$ cat config.mk
export PLATFORM = sky130hd
export DESIGN_NAME = lives_manager_flat
export DESIGN_NICKNAME = d
export VERILOG_FILES = /design/src/rtl/lives_if.sv /design/src/rtl/lives_manager.sv /design/src/flat_wrapper.sv
export SDC_FILE = /design/constraint.sdc
export NUM_CORES = 1
export LEC_CHECK = 0
export ABC_AREA = 1
export CAP_MARGIN = 20
export CORE_ASPECT_RATIO = 1.75
export CORE_UTILIZATION = 25
export CTS_CLUSTER_DIAMETER = 200
export CTS_CLUSTER_SIZE = 14
export DETAILED_ROUTE_END_ITERATION = 8
export SLEW_MARGIN = 20
export SYNTH_ARGS = -nofsm -noshare
export SYNTH_HDL_FRONTEND = slang
export SYNTH_SLANG_ARGS = --single-unit
export TNS_END_PERCENT = 30
$ cat constraint.sdc
create_clock -name clk -period 2 [get_ports clk]
set_clock_uncertainty 0.1 [all_clocks]
set_input_delay 0.2 -clock clk [delete_from_list [all_inputs] [get_ports clk]]
set_output_delay 0.2 -clock clk [all_outputs]
set_load 0.05 [all_outputs]
$ cat src/rtl/lives_if.sv
// Bundle of per-frame events, pixel coordinates and life/icon status
// exchanged between the game pipeline (master) and lives_manager (slave).
interface lives_if;
    logic        startOfFrame;
    logic        playGame;
    logic        playerHit;
    logic        extraLife;
    logic [10:0] pixelX;
    logic [10:0] pixelY;
    logic [2:0]  lives;
    logic        invincible;
    logic        gameOver;
    logic        iconInside;
    logic [10:0] iconOffsetX;
    logic [10:0] iconOffsetY;

    modport master (
        output startOfFrame, playGame, playerHit, extraLife,
        output pixelX, pixelY,
        input  lives, invincible, gameOver,
        input  iconInside, iconOffsetX, iconOffsetY
    );

    modport slave (
        input  startOfFrame, playGame, playerHit, extraLife,
        input  pixelX, pixelY,
        output lives, invincible, gameOver,
        output iconInside, iconOffsetX, iconOffsetY
    );
endinterface

$ cat src/rtl/lives_manager.sv
// Player lives controller: lives count, hit/bonus handling, post-hit
// blink window, game-over, and registered life-icon window generation.
// Ports: clk, resetN (sync active-high), bus (lives_if.slave).
module lives_manager #(
    parameter int START_LIVES  = 3,
    parameter int MAX_LIVES    = 5,
    parameter int BLINK_FRAMES = 60,
    parameter int BLINK_PERIOD = 8,
    parameter int ICON_W       = 16,
    parameter int ICON_H       = 16,
    parameter int ICON_GAP     = 4,
    parameter int ICONS_X      = 80,
    parameter int ICONS_Y      = 8
) (
    input  logic   clk,
    input  logic   resetN,
    lives_if.slave bus
);

    localparam logic [1:0] S_IDLE      = 2'd0;
    localparam logic [1:0] S_ALIVE     = 2'd1;
    localparam logic [1:0] S_HIT_BLINK = 2'd2;
    localparam logic [1:0] S_GAME_OVER = 2'd3;

    localparam int FW = $clog2(BLINK_FRAMES + 1);
    localparam int PW = $clog2(BLINK_PERIOD + 1);

    localparam logic [2:0]    START_L = 3'(START_LIVES);
    localparam logic [2:0]    MAX_L   = 3'(MAX_LIVES);
    localparam logic [FW-1:0] FRAMES  = FW'(BLINK_FRAMES);
    localparam logic [PW-1:0] PH_LAST = PW'(BLINK_PERIOD - 1);
    localparam logic [10:0]   TOP     = 11'(ICONS_Y);
    localparam logic [10:0]   BOT     = 11'(ICONS_Y + ICON_H);

    logic [1:0]    state_q, state_d;
    logic [2:0]    lives_q, lives_d;
    logic [FW-1:0] frame_q, frame_d;
    logic [PW-1:0] phase_q, phase_d;
    logic          blink_q, blink_d;

    logic          icon_in_q, icon_in_d;
    logic [10:0]   offx_q, offx_d;
    logic [10:0]   offy_q, offy_d;

    logic [2:0]    lives_inc;

    assign lives_inc = (lives_q >= MAX_L) ? lives_q : lives_q + 3'd1;

    // ---------------- lives / blink FSM ----------------
    always_comb begin
        state_d = state_q;
        lives_d = lives_q;
        frame_d = frame_q;
        phase_d = phase_q;
        blink_d = blink_q;

        // Dropping playGame aborts the game and beats every other event.
        if (state_q != S_IDLE && !bus.playGame) begin
            state_d = S_IDLE;
            lives_d = START_L;
            frame_d = '0;
            phase_d = '0;
            blink_d = 1'b0;
        end else begin
            unique case (state_q)
                S_IDLE: begin
                    lives_d = START_L;
                    if (bus.playGame) begin
                        state_d = S_ALIVE;
                    end
                end
                S_ALIVE: begin
                    if (bus.playerHit) begin
                        // A bonus in the same cycle cancels the loss, so
                        // this path can never end the game.
                        if (bus.extraLife || lives_q > 3'd1) begin
                            if (!bus.extraLife) begin
                                lives_d = lives_q - 3'd1;
                            end
                            state_d = S_HIT_BLINK;
                            frame_d = FRAMES;
                            phase_d = '0;
                            blink_d = 1'b0;
                        end else begin
                            lives_d = 3'd0;
                            state_d = S_GAME_OVER;
                        end
                    end else if (bus.extraLife) begin
                        lives_d = lives_inc;
                    end
                end
                S_HIT_BLINK: begin
                    if (bus.extraLife) begin
                        lives_d = lives_inc;
                    end
                    if (bus.startOfFrame) begin
                        if (frame_q == FW'(1)) begin
                            state_d = S_ALIVE;
                            frame_d = '0;
                            phase_d = '0;
                            blink_d = 1'b0;
                        end else begin
                            frame_d = frame_q - FW'(1);
                            if (phase_q == PH_LAST) begin
                                phase_d = '0;
                                blink_d = ~blink_q;
                            end else begin
                                phase_d = phase_q + PW'(1);
                            end
                        end
                    end
                end
                S_GAME_OVER: begin
                    state_d = S_GAME_OVER;
                end
                default: begin
                    state_d = S_IDLE;
                end
            endcase
        end
    end

    // ---------------- icon slot decode ----------------
    logic [MAX_LIVES-1:0] slot_in;
    logic [10:0]          slot_offx [MAX_LIVES];
    logic                 y_in;
    logic                 blinking;

    assign y_in     = (bus.pixelY >= TOP) && (bus.pixelY < BOT);
    assign blinking = (state_q == S_HIT_BLINK) && blink_q;

    for (genvar g = 0; g < MAX_LIVES; g++) begin : g_slot
        localparam logic [10:0] LEFT =
            11'(ICONS_X + g * (ICON_W + ICON_GAP));
        localparam logic [10:0] RIGHT =
            11'(ICONS_X + g * (ICON_W + ICON_GAP) + ICON_W);
        localparam logic [2:0] IDX = 3'(g);

        logic x_in;
        logic vis;

        assign x_in = (bus.pixelX >= LEFT) && (bus.pixelX < RIGHT);
        // The icon just lost (index == lives) blinks during invincibility.
        assign vis  = (IDX < lives_q) || (blinking && IDX == lives_q);
        assign slot_in[g]   = x_in && y_in && vis;
        assign slot_offx[g] = slot_in[g] ? (bus.pixelX - LEFT) : 11'd0;
    end

    // Slots never overlap, so OR-combining the masked offsets is exact.
    always_comb begin
        icon_in_d = 1'b0;
        offx_d    = '0;
        for (int k = 0; k < MAX_LIVES; k++) begin
            icon_in_d = icon_in_d | slot_in[k];
            offx_d    = offx_d | slot_offx[k];
        end
        offy_d = icon_in_d ? (bus.pixelY - TOP) : 11'd0;
    end

    // ---------------- registers ----------------
    always_ff @(posedge clk) begin
        if (resetN) begin
            state_q   <= S_IDLE;
            lives_q   <= START_L;
            frame_q   <= '0;
            phase_q   <= '0;
            blink_q   <= 1'b0;
            icon_in_q <= 1'b0;
            offx_q    <= '0;
            offy_q    <= '0;
        end else begin
            state_q   <= state_d;
            lives_q   <= lives_d;
            frame_q   <= frame_d;
            phase_q   <= phase_d;
            blink_q   <= blink_d;
            icon_in_q <= icon_in_d;
            offx_q    <= offx_d;
            offy_q    <= offy_d;
        end
    end

    assign bus.lives       = lives_q;
    assign bus.invincible  = (state_q == S_HIT_BLINK);
    assign bus.gameOver    = (state_q == S_GAME_OVER);
    assign bus.iconInside  = icon_in_q;
    assign bus.iconOffsetX = offx_q;
    assign bus.iconOffsetY = offy_q;

endmodule

$ cat src/flat_wrapper.sv
// flat-port wrapper written by rule: the top's interface ports become plain ports
module lives_manager_flat 
#(
    parameter int START_LIVES  = 3,
    parameter int MAX_LIVES    = 5,
    parameter int BLINK_FRAMES = 60,
    parameter int BLINK_PERIOD = 8,
    parameter int ICON_W       = 16,
    parameter int ICON_H       = 16,
    parameter int ICON_GAP     = 4,
    parameter int ICONS_X      = 80,
    parameter int ICONS_Y      = 8
)
  (clk, resetN, bus_startOfFrame, bus_playGame, bus_playerHit, bus_extraLife, bus_pixelX, bus_pixelY, bus_lives, bus_invincible, bus_gameOver, bus_iconInside, bus_iconOffsetX, bus_iconOffsetY);
  lives_if bus_i ();
  input  logic clk;
  input  logic resetN;
  input wire logic [$bits(bus_i.startOfFrame)-1:0] bus_startOfFrame;
  input wire logic [$bits(bus_i.playGame)-1:0] bus_playGame;
  input wire logic [$bits(bus_i.playerHit)-1:0] bus_playerHit;
  input wire logic [$bits(bus_i.extraLife)-1:0] bus_extraLife;
  input wire logic [$bits(bus_i.pixelX)-1:0] bus_pixelX;
  input wire logic [$bits(bus_i.pixelY)-1:0] bus_pixelY;
  output wire logic [$bits(bus_i.lives)-1:0] bus_lives;
  output wire logic [$bits(bus_i.invincible)-1:0] bus_invincible;
  output wire logic [$bits(bus_i.gameOver)-1:0] bus_gameOver;
  output wire logic [$bits(bus_i.iconInside)-1:0] bus_iconInside;
  output wire logic [$bits(bus_i.iconOffsetX)-1:0] bus_iconOffsetX;
  output wire logic [$bits(bus_i.iconOffsetY)-1:0] bus_iconOffsetY;
  assign bus_i.startOfFrame = bus_startOfFrame;
  assign bus_i.playGame = bus_playGame;
  assign bus_i.playerHit = bus_playerHit;
  assign bus_i.extraLife = bus_extraLife;
  assign bus_i.pixelX = bus_pixelX;
  assign bus_i.pixelY = bus_pixelY;
  assign bus_lives = bus_i.lives;
  assign bus_invincible = bus_i.invincible;
  assign bus_gameOver = bus_i.gameOver;
  assign bus_iconInside = bus_i.iconInside;
  assign bus_iconOffsetX = bus_i.iconOffsetX;
  assign bus_iconOffsetY = bus_i.iconOffsetY;
  lives_manager #(.START_LIVES(START_LIVES), .MAX_LIVES(MAX_LIVES), .BLINK_FRAMES(BLINK_FRAMES), .BLINK_PERIOD(BLINK_PERIOD), .ICON_W(ICON_W), .ICON_H(ICON_H), .ICON_GAP(ICON_GAP), .ICONS_X(ICONS_X), .ICONS_Y(ICONS_Y)) u_core (.clk(clk), .resetN(resetN), .bus(bus_i));
endmodule
==> flow_metrics.tcl, run 1 <==
set metrics [dict create \
    port_buffers 55 \
    synth_cell_types 40 \
    slew_headroom_pct 66.27 \
    synth_area_leaders "dfxtp_1 25%, ha_1 14%, nand2_1 9.6%" \
    first_iter_violations 126 \
    peakVddDrop_v 0.0005837 \
    final_hold_viol_count 0 \
    maxCapViolCount 0 \
    crit_path_start_kind "input pin" \
    switchingPower_mw 1.302 \
    yosys_warnings 0 \
    drc 0 \
    min_to "u_core.bus.iconOffsetY[4]$_SDFF_PP0_" \
    cts-root-buf "clkbuf_16" \
    fillers 1252 \
    drv_slew 0 \
    synth_xor_area_share_pct 6.574 \
    ys_top_cells_by_count "78 x nand2_1, 54 x inv_1, 48 x nor2_1, 46 x nand3_1, 39 x dfxtp_1" \
    synth_most_common_cell "nand2_1" \
    vias 3233 \
    cts_tree "yes" \
    clock_path_buffers 2 \
    synth_simple_gate_area_share_pct 34.75 \
    clkPwrFrac_pct 29.7 \
    wl_um 9565 \
    finalWorstSetupSlack_ps 94.50 \
    die_h_um 148.5 \
    seq_power_share_pct 26.8 \
    seq_area_frac_synth_pct 25.48 \
    rr_worst_depth 11 \
    critical_path_required_ps 2070 \
    max_clock_freq_mhz 524.8 \
    reg2reg_to "u_core.bus.iconOffsetY[8]$_SDFF_PP0_" \
    synthMuxAreaShare_pct 0 \
    num_antenna_cells 0 \
    synth_compound_area_share_pct 9.392 \
    synth_area_um2 3064 \
    combPwrFrac_pct 43.5 \
    ant_nets 0 \
    hold_depth 4 \
    grt_pass1_wl_um 14940 \
    synth_nets 493 \
    yosysTopAreaCell "dfxtp_1" \
    fp-row-count 53 \
    slowest_stage "clkdlybuf4s50_1" \
    grt_max_degree 13 \
    dr.pass1.iters 4 \
    grt_use_met1_pct 13.79 \
    tightest_slew_ps 504.3 \
    grt_use_total_pct 15.23 \
    async_reset_ff_share_pct 0 \
    synth_top_family_by_area "simple AND/OR/NAND/NOR gates" \
    crit_chain "clkdlybuf4s50_1, buf_4, nand4_1, nand3_2, nor2_4, nand2_4, nand2_4, o21ai_4, buf_12, nor2_1" \
    setup-violations-final 0 \
    area_delta_synth_final_pct 51.12 \
    grtUsageMet3_pct 2.664 \
    numCtsBuffers 5 \
    core_area_um2 12000 \
    pre_cts_ws_ps -361.9 \
    antenna_found_initial 0 \
    yosys_most_used_dff "dfxtp_1" \
    outcome "complete, no violations" \
    wl_per_cell_um 13.14 \
    final_nets 624 \
    htreeDepth 2 \
    hold_start "bus_pixelY[4]" \
    crit_family "buffers and inverters" \
    fp.dieW_um 85.69 \
    crit-reg2reg-launch "u_core.bus.lives[0]$_SDFFE_PP1P_" \
    top_usage_layer "met2" \
    grtUsageMet2_pct 30.76 \
    synth_cells 431 \
    dieArea_um2 12720 \
    power_density_nw_per_um2 754.5 \
    synthAdderAreaFrac_pct 13.88 \
    slowest_delay_ps 630 \
    clk-insertion-delay-late_ps 290 \
    p_leak_nw 2.163 \
    vias_per_cell 4.441 \
    syn_avg_cell_area_um2 7.109 \
    min_period_ps 1906 \
    synth_top_area_share_pct 25.48 \
    finalNonFillerCells 728 \
    period_share_pct 95.28 \
    p_sw_share_pct 37.25 \
    dpl.hpwl_um 7866 \
    dp.cells 712 \
    synth-seq-cells 39 \
    reg2reg_slack_ps 130 \
    path_common_cell "nand2_4" \
    overflow 0 \
    synth_edf_count 0 \
    drive_above_1_share_pct 27.89 \
    ioPinCount 56 \
    p_int_mw 2.192 \
    grt_pass1_vias 3191 \
    critPathKind "input pin to flop" \
    arrival_ps 1980 \
    initial_utilization_pct 25.53 \
    gp_congestion 0.9776 \
    crit_fanout 7 \
    hold_class "input pin to flop" \
    crit_buf_inv 3 \
    clock-sinks 39 \
    clk_pin_slew_ps 60 \
    end_kind "flop" \
]
[sequential cells by signal, summed over array words and instances (netlist names)]
| signal | count |
|---|---|
| u_core.bus.iconInside | 1 |
| u_core.state_q | 2 |
| u_core.blink_q | 1 |
| u_core.bus.lives | 3 |
| u_core.bus.iconOffsetY | 11 |
| u_core.frame_q | 6 |
| u_core.phase_q | 4 |
| u_core.bus.iconOffsetX | 11 |
[what timing repair did]
| item | CTS | global route |
|---|---|---|
| pin swaps | 3 | 7 |
| hold buffers | 0 | 0 |
| gates cloned | 1 | 1 |
| setup endpoints to repair | 14 | 30 |
| buffers inserted | 2 | 4 |
| gates resized for setup | 14 | 28 |
[cell families (layout without fill, tap and decap cells)]
group / count (synthesis) / after routing
flip-flops: 39 / 39
buffers and inverters: 68 / 199
AND/OR/NAND/NOR: 220 / 221
adder cells (fa/ha/maj): 34 / 34
AO/OA/AOI/OAI: 47 / 47
XOR/XNOR: 23 / 23
[worst max path at each step]
| stage | start | to | slack [ps] | cells after the start |
|---|---|---|---|---|
| 2_1_floorplan | u_core.bus.lives[1]$_SDFFE_PP1P_ | u_core.bus.iconOffsetY[6]$_SDFF_PP0_ | 20 | 11 |
| 3_3_place_gp | bus_pixelX[4] | u_core.bus.iconOffsetY[8]$_SDFF_PP0_ | -320 | 12 |
| 3_5_place_dp | bus_pixelX[4] | u_core.bus.iconOffsetY[8]$_SDFF_PP0_ | -360 | 12 |
| 4_1_cts | bus_pixelY[4] | u_core.bus.iconOffsetY[8]$_SDFF_PP0_ | 2 | 14 |
| 5_1_grt | u_core.bus.lives[0]$_SDFFE_PP1P_ | u_core.bus.iconOffsetY[8]$_SDFF_PP0_ | -20 | 11 |
| 6_report | bus_pixelX[7] | u_core.bus.iconOffsetY[8]$_SDFF_PP0_ | 90 | 10 |
[routing by layer]
| metal | wire length [um] | part of all wire, % |
|---|---|---|
| met1 | 3321 | 35 |
| met2 | 5468 | 57 |
| met3 | 354 | 3.7 |
| met4 | 421 | 4.4 |
| met5 | 0 | 0 |
[placed cells by master (no fill, tap or decap), drive strengths merged, types with 4 or more instances in the layout]
cell type / netlist / final
a21oi: 13 / 13
buf: 5 / 77
clkbuf: 1 / 6
clkdlybuf4s50: 0 / 45
dfxtp: 39 / 39
dlymetal6s2s: 0 / 4
ha: 34 / 34
inv: 60 / 60
nand2: 92 / 93
nand3: 50 / 50
nand4: 4 / 4
nor2: 67 / 67
o211ai: 4 / 4
o21ai: 19 / 19
xnor2: 4 / 4
xor2: 19 / 19
[power groups by stage]
stage / Combinational [mW] / Clock, mW / Sequential, mW
global route: 1.69 / 1.08 / 0.950
finish: 1.52 / 1.04 / 0.937
global placement: 1.33 / 0 / 0.946
floorplan: 0.815 / 0 / 1.02
CTS: 1.38 / 1.06 / 0.933
detailed placement: 1.37 / 0 / 0.948
[through the flow]
stage                     TNS, ps  hold WS [ps]  util (%)  total power, mW  area, um2
after floorplan                 0         166.9         -            1.835       3069
after global placement      -6266         362.4     35.59            2.281       4272
after detailed placement    -6922         369.0     35.59            2.317       4272
after CTS                       0         274.7     37.68            3.373       4523
after global routing       -61.49         290.0     38.58            3.728       4631
final                           0         257.4     38.58            3.494       4631
[worst min-delay path, cell delays in order]
cell            delay, ps
dlymetal6s2s_1        140
inv_2                  70
ha_2                  150
nor2_2                 30
[layout make-up]
class | count | area (um2) | share of cell area (%)
flip-flops and latches | 39 | 784.5 | 16.94
clock inverters | 2 | 60.06 | 1.297
multi-input cells | 325 | 2058 | 44.45
well taps | 165 | 206.4 | 4.458
clock buffers | 6 | 128.9 | 2.783
inverters | 62 | 244.0 | 5.269
repair buffers | 129 | 1149 | 24.80
No activity file was read; power rests on OpenSTA's default activity.
==> run 2, diff against run 1 <==
CORE_MARGIN = 2   (was default)
==> flow_metrics.tcl, run 2 (synthesis gave the netlist of run 1 again) <==
set metrics [dict create \
    final_hold_viol_count 0 \
    mostFrequentLayoutCell "nand2_1" \
    cts-root-buf "clkbuf_16" \
    peakVddDrop_v 0.0004788 \
    arrival_ps 1620 \
    end_kind "output pin" \
    ant_nets 0 \
    rsz0062_at_grt "yes" \
    mostFrequentLayoutCells "73 x nand2_1, 68 x buf_4, 48 x nor2_1" \
    power_density_nw_per_um2 716.0 \
    clock-sinks 39 \
    die_h_um 150.5 \
    core_area_um2 12000 \
    crit_path_start_kind "flop" \
    cts_tree "yes" \
    slew_headroom_pct 65.98 \
    antenna_found_initial 0 \
    drv_slew 0 \
    power.total_mw 3.277 \
    port_buffers 55 \
    numCtsBuffers 5 \
    maxCapViolCount 0 \
    clk_pin_slew_ps 60 \
    p_leak_nw 2.152 \
    dr.pass1.iters 4 \
    slowest_delay_ps 860 \
    initial_utilization_pct 25.53 \
    htreeDepth 2 \
    crit_family "buffers and inverters" \
    gp_congestion 0.9856 \
    fp.dieW_um 87.69 \
    area_delta_synth_final_pct 49.37 \
    outcome "complete, no violations" \
    num_antenna_cells 0 \
    wl_met2_um 5320 \
    slowest_stage "clkdlybuf4s50_1" \
    top_layer "met4" \
    hold_class "input pin to flop" \
    wl_met3_um 443 \
    dieArea_um2 13190 \
    dpl-instance-area_um2 4294 \
    clk-insertion-delay-late_ps 290 \
    tightest_slew_ps 508.7 \
    ioPinCount 56 \
    crit_fanout 6 \
    grt_use_total_pct 15.26 \
    grt_max_degree 13 \
    min_period_ps 1921 \
    overflow 0 \
    wl_met1_um 3291 \
    final_nets 621 \
    period_share_pct 96.07 \
    vias_per_cell 4.481 \
    grt_pass1_vias 3325 \
    first_iter_violations 131 \
    max_clock_freq_mhz 520.4 \
    crit_chain "clkdlybuf4s50_1" \
    wl_um 9603 \
    setup-violations-final 0 \
    critPathKind "flop to output pin" \
    wl_per_cell_um 13.25 \
    whs_ps 288.9 \
    drive_above_1_share_pct 26.61 \
    fp-row-count 53 \
    grt_pass1_wl_um 15640 \
    crit_buf_inv 1 \
    fillers 1233 \
    final_cell_area_um2 4577 \
    ctsHoldBuffers 0 \
    vias 3249 \
    critical_path_required_ps 1700 \
    dpl.hpwl_um 7925 \
    clock_path_buffers 2 \
    drc 0 \
]
[run 2: final timing paths]
| path | startpoint | end | slack (ps) | depth (start not counted) |
|---|---|---|---|---|
| setup reg to reg | u_core.state_q[0]$_SDFFE_PP0P_ | u_core.bus.iconOffsetY[10]$_SDFF_PP0_ | 150 | 12 |
| hold reg to reg | u_core.phase_q[2]$_SDFFE_PP0P_ | u_core.phase_q[2]$_SDFFE_PP0P_ | 380 | 2 |
| setup / recovery | u_core.bus.lives[2]$_SDFFE_PP0P_ | bus_lives[2] | 80 | 1 |
| hold / removal | bus_pixelY[3] | u_core.bus.iconOffsetY[3]$_SDFF_PP0_ | 290 | 3 |
[run 2: final cells by class]
| class | instances | area [um2] | area share, % |
|---|---|---|---|
| tap | 165 | 206.4 | 4.511 |
| clock inverter | 2 | 35.03 | 0.7654 |
| sequential | 39 | 787.0 | 17.20 |
| inverter | 62 | 241.5 | 5.276 |
| clock buffer | 6 | 138.9 | 3.034 |
| multi-input combinational | 324 | 2021 | 44.15 |
| timing repair buffer | 127 | 1147 | 25.07 |
[run 2: power breakdown]
part / internal, mW / switching [mW] / total, mW
registers: 0.874 / 0.0760 / 0.950
clock network: 0.620 / 0.327 / 0.947
logic: 0.541 / 0.838 / 1.38
total: 2.04 / 1.24 / 3.28
[run 2: per-layer routing]
metal / GRT usage, % / vias to the layer above
met4: 7.923 / 0
met3: 2.906 / 36
met1: 13.80 / 1477
met2: 30.45 / 102
met5: 0 / -
li1: - / 1634
[run 2: metrics by stage]
step	setup slack [ps]	std cells	util (%)	TNS, ps
5_1_grt	1.674	725	38.13	0
6_report	78.52	725	38.13	0
3_3_place_gp	-301.4	713	35.78	-5911
4_1_cts	2.272	725	37.80	0
2_1_floorplan	21.03	431	-	0
3_5_place_dp	-335.8	713	35.78	-6431
[run 2: timing repair]
action,4_1_cts,5_1_grt
gates cloned,1,0
pin swaps,4,3
endpoints found under the setup margin,14,25
buffers inserted,3,0
gates resized for setup,14,22
==> run 3, diff against run 2 <==
CTS_BUF_LIST = sky130_fd_sc_hd__clkbuf_2   (was default)
==> flow_metrics.tcl, run 3 (synthesis gave the netlist of run 1 again) <==
set metrics [dict create \
    slowest_stage "clkdlybuf4s50_1" \
    clock-sinks 39 \
    dieArea_um2 13190 \
    ioPinCount 56 \
    grt_max_degree 15 \
    peakVddDrop_v 0.0005437 \
    mostFrequentLayoutCell "nand2_1" \
    vias_per_cell 4.454 \
    mostFrequentLayoutCells "77 x nand2_1, 68 x buf_4, 50 x inv_1, 50 x clkdlybuf4s50_1, 48 x nor2_1" \
    crit_buf_inv 1 \
    cts-root-buf "clkbuf_2" \
    hold_class "input pin to flop" \
    overflow 0 \
    antenna_found_initial 0 \
    clk_pin_slew_ps 230 \
    clock_path_buffers 2 \
    setup_tns_ps 0 \
    finalNonFillerCells 721 \
    num_antenna_cells 0 \
    finalWorstSetupSlack_ps 113.2 \
    post-cts-setup-buffers 0 \
    port_buffers 55 \
    final_hold_viol_count 0 \
    end_kind "output pin" \
    slowest_delay_ps 790 \
    gp_congestion 0.9856 \
    drc 0 \
    core_area_um2 12000 \
    initial_utilization_pct 25.53 \
    power_density_nw_per_um2 643.7 \
    dp.cells 713 \
    p_leak_nw 2.037 \
    dpl.hpwl_um 7925 \
    drv_slew 0 \
    ant_nets 0 \
    arrival_ps 1590 \
    crit_chain "clkdlybuf4s50_1" \
    fillers 1253 \
    vias 3211 \
    crit_fanout 1 \
    grt_use_total_pct 14.89 \
    wl_per_cell_um 13.08 \
    tightest_slew_ps 508.4 \
    fp.dieW_um 87.69 \
    crit_family "buffers and inverters" \
    drive_above_1_share_pct 24.10 \
    power.total_mw 2.816 \
    outcome "complete, no violations" \
    clk-insertion-delay-late_ps 420 \
    cts_tree "yes" \
    critPathKind "flop to output pin" \
    slew_headroom_pct 66.00 \
    maxCapViolCount 0 \
    period_share_pct 94.34 \
    htreeDepth 2 \
    crit_path_start_kind "flop" \
    critical_path_required_ps 1700 \
    max_clock_freq_mhz 530.0 \
    dr.pass1.iters 5 \
    whs_ps 241.5 \
    pre_cts_ws_ps -335.8 \
    final_nets 617 \
    rsz0062_at_grt "yes" \
    setup-violations-final 0 \
    wl_um 9428 \
    die_h_um 150.5 \
    grt_pass1_vias 3309 \
    grt_pass1_wl_um 15250 \
    numCtsBuffers 5 \
    fp-row-count 53 \
    first_iter_violations 119 \
    min_period_ps 1887 \
    area_delta_synth_final_pct 42.75 \
]
## run 3: final timing paths
check / from / to / slack (ps) / cells after the start
max: u_core.bus.iconOffsetX[8]$_SDFF_PP0_ / bus_iconOffsetX[8] / 110 / 1
min: bus_pixelY[2] / u_core.bus.iconOffsetY[2]$_SDFF_PP0_ / 240 / 3
max reg2reg: u_core.state_q[1]$_SDFFE_PP0P_ / u_core.frame_q[0]$_SDFFE_PP0P_ / 150 / 10
min reg2reg: u_core.phase_q[2]$_SDFFE_PP0P_ / u_core.phase_q[2]$_SDFFE_PP0P_ / 400 / 2
## run 3: cell type report
cell class | instances | area (um2) | area share [%]
Sequential cell | 39 | 787.0 | 17.99
Clock inverter | 3 | 38.79 | 0.8867
Clock buffer | 5 | 25.02 | 0.5721
Inverter | 62 | 241.5 | 5.521
Multi-Input combinational cell | 324 | 1998 | 45.68
Tap cell | 165 | 206.4 | 4.720
Timing Repair Buffer | 123 | 1077 | 24.63
## run 3: worst min-delay path, cell delays in order
cell,delay [ps]
clkdlybuf4s50_1,410
inv_1,80
nor2_2,40
## run 3: timing repair
item,in CTS,in global routing
endpoints found under the setup margin,19,26
pin swaps,0,1
hold buffers,0,0
resized for setup,4,10
## run 3: per-stage QoR
step                      instance area [um2]  util [%]
after detailed placement                 4294     35.78
after CTS                                4354     36.28
after global placement                   4294     35.78
final                                    4374     36.44
after floorplan                          3069         -
after global routing                     4374     36.44
## run 3: metal layers
metal	GRT usage [%]	vias up	wire, um
li1	-	1621	-
met1	13.26	1442	3268
met2	28.94	109	5049
met3	3.070	39	468
met4	9.462	0	641
met5	0	-	0
## run 3: power breakdown
part | internal (mW) | switching [mW] | leakage [nW]
Sequential | 0.874 | 0.0788 | 0.316
Clock | 0.205 | 0.284 | 0.0404
Combinational | 0.531 | 0.842 | 1.68
==> RTL edit, RTL diff (flow settings as in run 3) <==
Reset style: asynchronous (`resetN`), changed in one clocked block.
--- a/src/rtl/lives_manager.sv
+++ b/src/rtl/lives_manager.sv
@@ -160,3 +160,3 @@
     // ---------------- registers ----------------
-    always_ff @(posedge clk) begin
+    always_ff @(posedge clk or posedge resetN) begin
         if (resetN) begin
Formal check against the unedited RTL: differs if resetN is asserted again (counterexample within 4 cycles, from zero or initial values and one cycle with resetN high); with resetN held inactive, the same outputs for 10 cycles.
==> RTL edit against run 3 <==
- via count increased by 4.0%
- area after synthesis is 7.1% higher
- sequential cell count is the same
- utilization is 0.57 points higher
- clock power shrank 26%
- worst setup slack worse by 91 ps
- cell area up 8.9%
- sequential power up 12%
- routed wire length increased by 2.9%
- power increased by 28%
- sequential share of layout area up 2.7 points
- global-route usage fell by 1.0 points
- critical path type is now reg2reg
- largest power group unchanged
==> RTL edit: results (changes against run 3) <==
Run status
  • Status: finished clean

GRT
  • Antenna violations before repair: 1 (+1)
  • Largest net degree at the start of global routing: 40 (+25)
  • Number of global-route vias before repair: 3,418 (+3.3%)
  • Total Routing Usage GR: 0.139 (-0.0101)
  • First-pass GRT wire length: 15.8 mm (+3.5%)

Placed design
  • DP Area: 4480 sq um (+4.3%)
  • Buffers on Ports: 55 (unchanged)
  • GPL Wtd Cong: 0.978 (-0.76%)
  • DP Wirelength: 7.99 mm (+0.81%)
  • Total placed cells including tap cells: 738 (+3.5%)

Synthesis
  • Async SR Flop Fraction: 1.00 (+1.00)
  • Ranking of synthesized cells by area: dfrtp_1, nand2_1, ha_1, inv_1, nor2_1
  • XOR/XNOR share of the synthesized area: 0.0534 (-0.0124)
  • Distinct cells, synth: 32 (-20%)
  • Syn nets: 520 (+5.5%)
  • Mux cell area share after synthesis: 0 (unchanged)
  • Compound-Gate Fraction of Synth Area: 0.0549 (-0.0390)
  • Avg Synthesized Cell Area: 7.17 sq um (+0.79%)
  • Largest family of logic cells by synthesized area: simple AND/OR/NAND/NOR gates
  • Commonest cells in the synthesized netlist: nand2_1, inv_1, nor2_1
  • Syn. warnings: 0 (unchanged)
  • Post-Synth Adder-Cell Area: 0.130 (-0.00921)
  • Post-synthesis sequential area ratio: 0.298 (+0.0433)

Route
  • Routed vias/inst: 4.42 (-0.83%)
  • Drt drc: 0 (unchanged)
  • Final WL: 9.70 mm (+2.9%)
  • Iteration-0 DRC Markers: 141 (+18%)
  • WL/cell: 12.8 um (-1.8%)
  • Pre-Repair DR Iteration Count: 4 (-1)

Setup path
  • Crit-path max FO: 7 (+6)

Layout
  • Share of layout cells above drive strength 1: 0.262 (+0.0210)
  • Layout Nets: 645 (+4.5%)
  • Fill cell count: 1,347 (+7.5%)
  • Area Overhead vs Synth: 45.1%

STA
  • Normalized max-slew margin: 0.650 (-0.00982)

Power and ir drop
  • Worst vdd ir: 0.312 mV (-43%)
  • Leak pwr: 2.38 nW (+17%)
  • Internal: 1.90 mW (+18%)

CTS
  • Clock slew at the register clock pins of the worst setup and hold paths: between 200 and 250 ps
  • Htree depth: 2 (unchanged)
  • Clock Path Buffers: 2 (unchanged)
  • Num CTS Buffers: 5 (unchanged)
  • Root buf cell: clkbuf_2
  • Insertion delay to the later sink of the worst-skew pair: 420 ps (about the same)

Hold path
  • Worst hold path type: in2async
==> RTL edit: final cells by class <==
class,count,share of cell area
multi-input combinational,352,0.457
clock inverter,1,0.00105
tap,171,0.0449
timing repair buffer,122,0.231
inverter,63,0.0512
sequential,39,0.207
clock buffer,7,0.00735
antenna,1,0.000525
==> RTL edit: cell families after synthesis <==
group,count (synthesis)
adders and majority gates,34
DFF,39
buffers and inverters,67
xor gates and xnor gates,20
and+or+nand+nor,266
AOI/OAI and AO/OA,32
==> RTL edit: repair_timing <==
action | CTS | global route
cloned | 1 | 0
gates resized for setup | 21 | 20
pin swaps | 5 | 15
endpoints found under the setup margin | 20 | 23
buffers inserted | 4 | 5
==> RTL edit: layer usage <==
layer,track usage,routed length [um],vias to the layer above,share of wire
li1,-,-,1685,-
met1,0.132,3480,1538,0.36
met2,0.271,5320,85,0.55
met3,0.0101,237,31,0.024
met4,0.105,665,0,0.069
met5,0,0,-,0
==> RTL edit: worst paths after layout <==
check,startpoint,endpoint,slack [ps],cells after the start
max in group asynchronous,resetN,u_core.bus.lives[0]$_DFFE_PP1P_,1340,3
hold / removal,resetN,u_core.bus.iconOffsetX[9]$_DFF_PP0_,70,3
setup / recovery,u_core.bus.lives[0]$_DFFE_PP1P_,u_core.bus.iconInside$_DFF_PP0_,20,12
min in group clk,bus_pixelY[1],u_core.bus.iconOffsetY[1]$_DFF_PP0_,220,3
setup reg to reg,u_core.bus.lives[0]$_DFFE_PP1P_,u_core.bus.iconInside$_DFF_PP0_,20,12
hold reg to reg,u_core.phase_q[1]$_DFFE_PP0P_,u_core.phase_q[1]$_DFFE_PP0P_,470,2
==> RTL edit: power by group through the flow <==
stage,combinational (mW),sequential [mW],clock (mW)
global route,2.42,1.09,0.408
global placement,1.88,1.05,0
CTS,2.04,1.04,0.375
detailed placement,1.90,1.06,0
floorplan,1.16,1.16,0
finish,2.17,1.07,0.360
==> RTL edit: worst max-delay path, cell delays in order (launching register included) <==
cell and delay (ps):
dfstp_4 710, inv_6 50, ha_4 160, nand3_4 80
nand2_2 90, nand2_2 90, nor2_4 50, nand2_2 70
nand3_2 100, nor2_4 130, buf_12 120, buf_16 120
inv_2 30
==> RTL edit: metrics by stage <==
stage | setup TNS (ps) | setup slack (ps)
6_report | 0 | 22.4
5_1_grt | -370 | -55.0
4_1_cts | -24.1 | -15.9
3_5_place_dp | -7820 | -392
3_3_place_gp | -8270 | -408
2_1_floorplan | 0 | 1.84
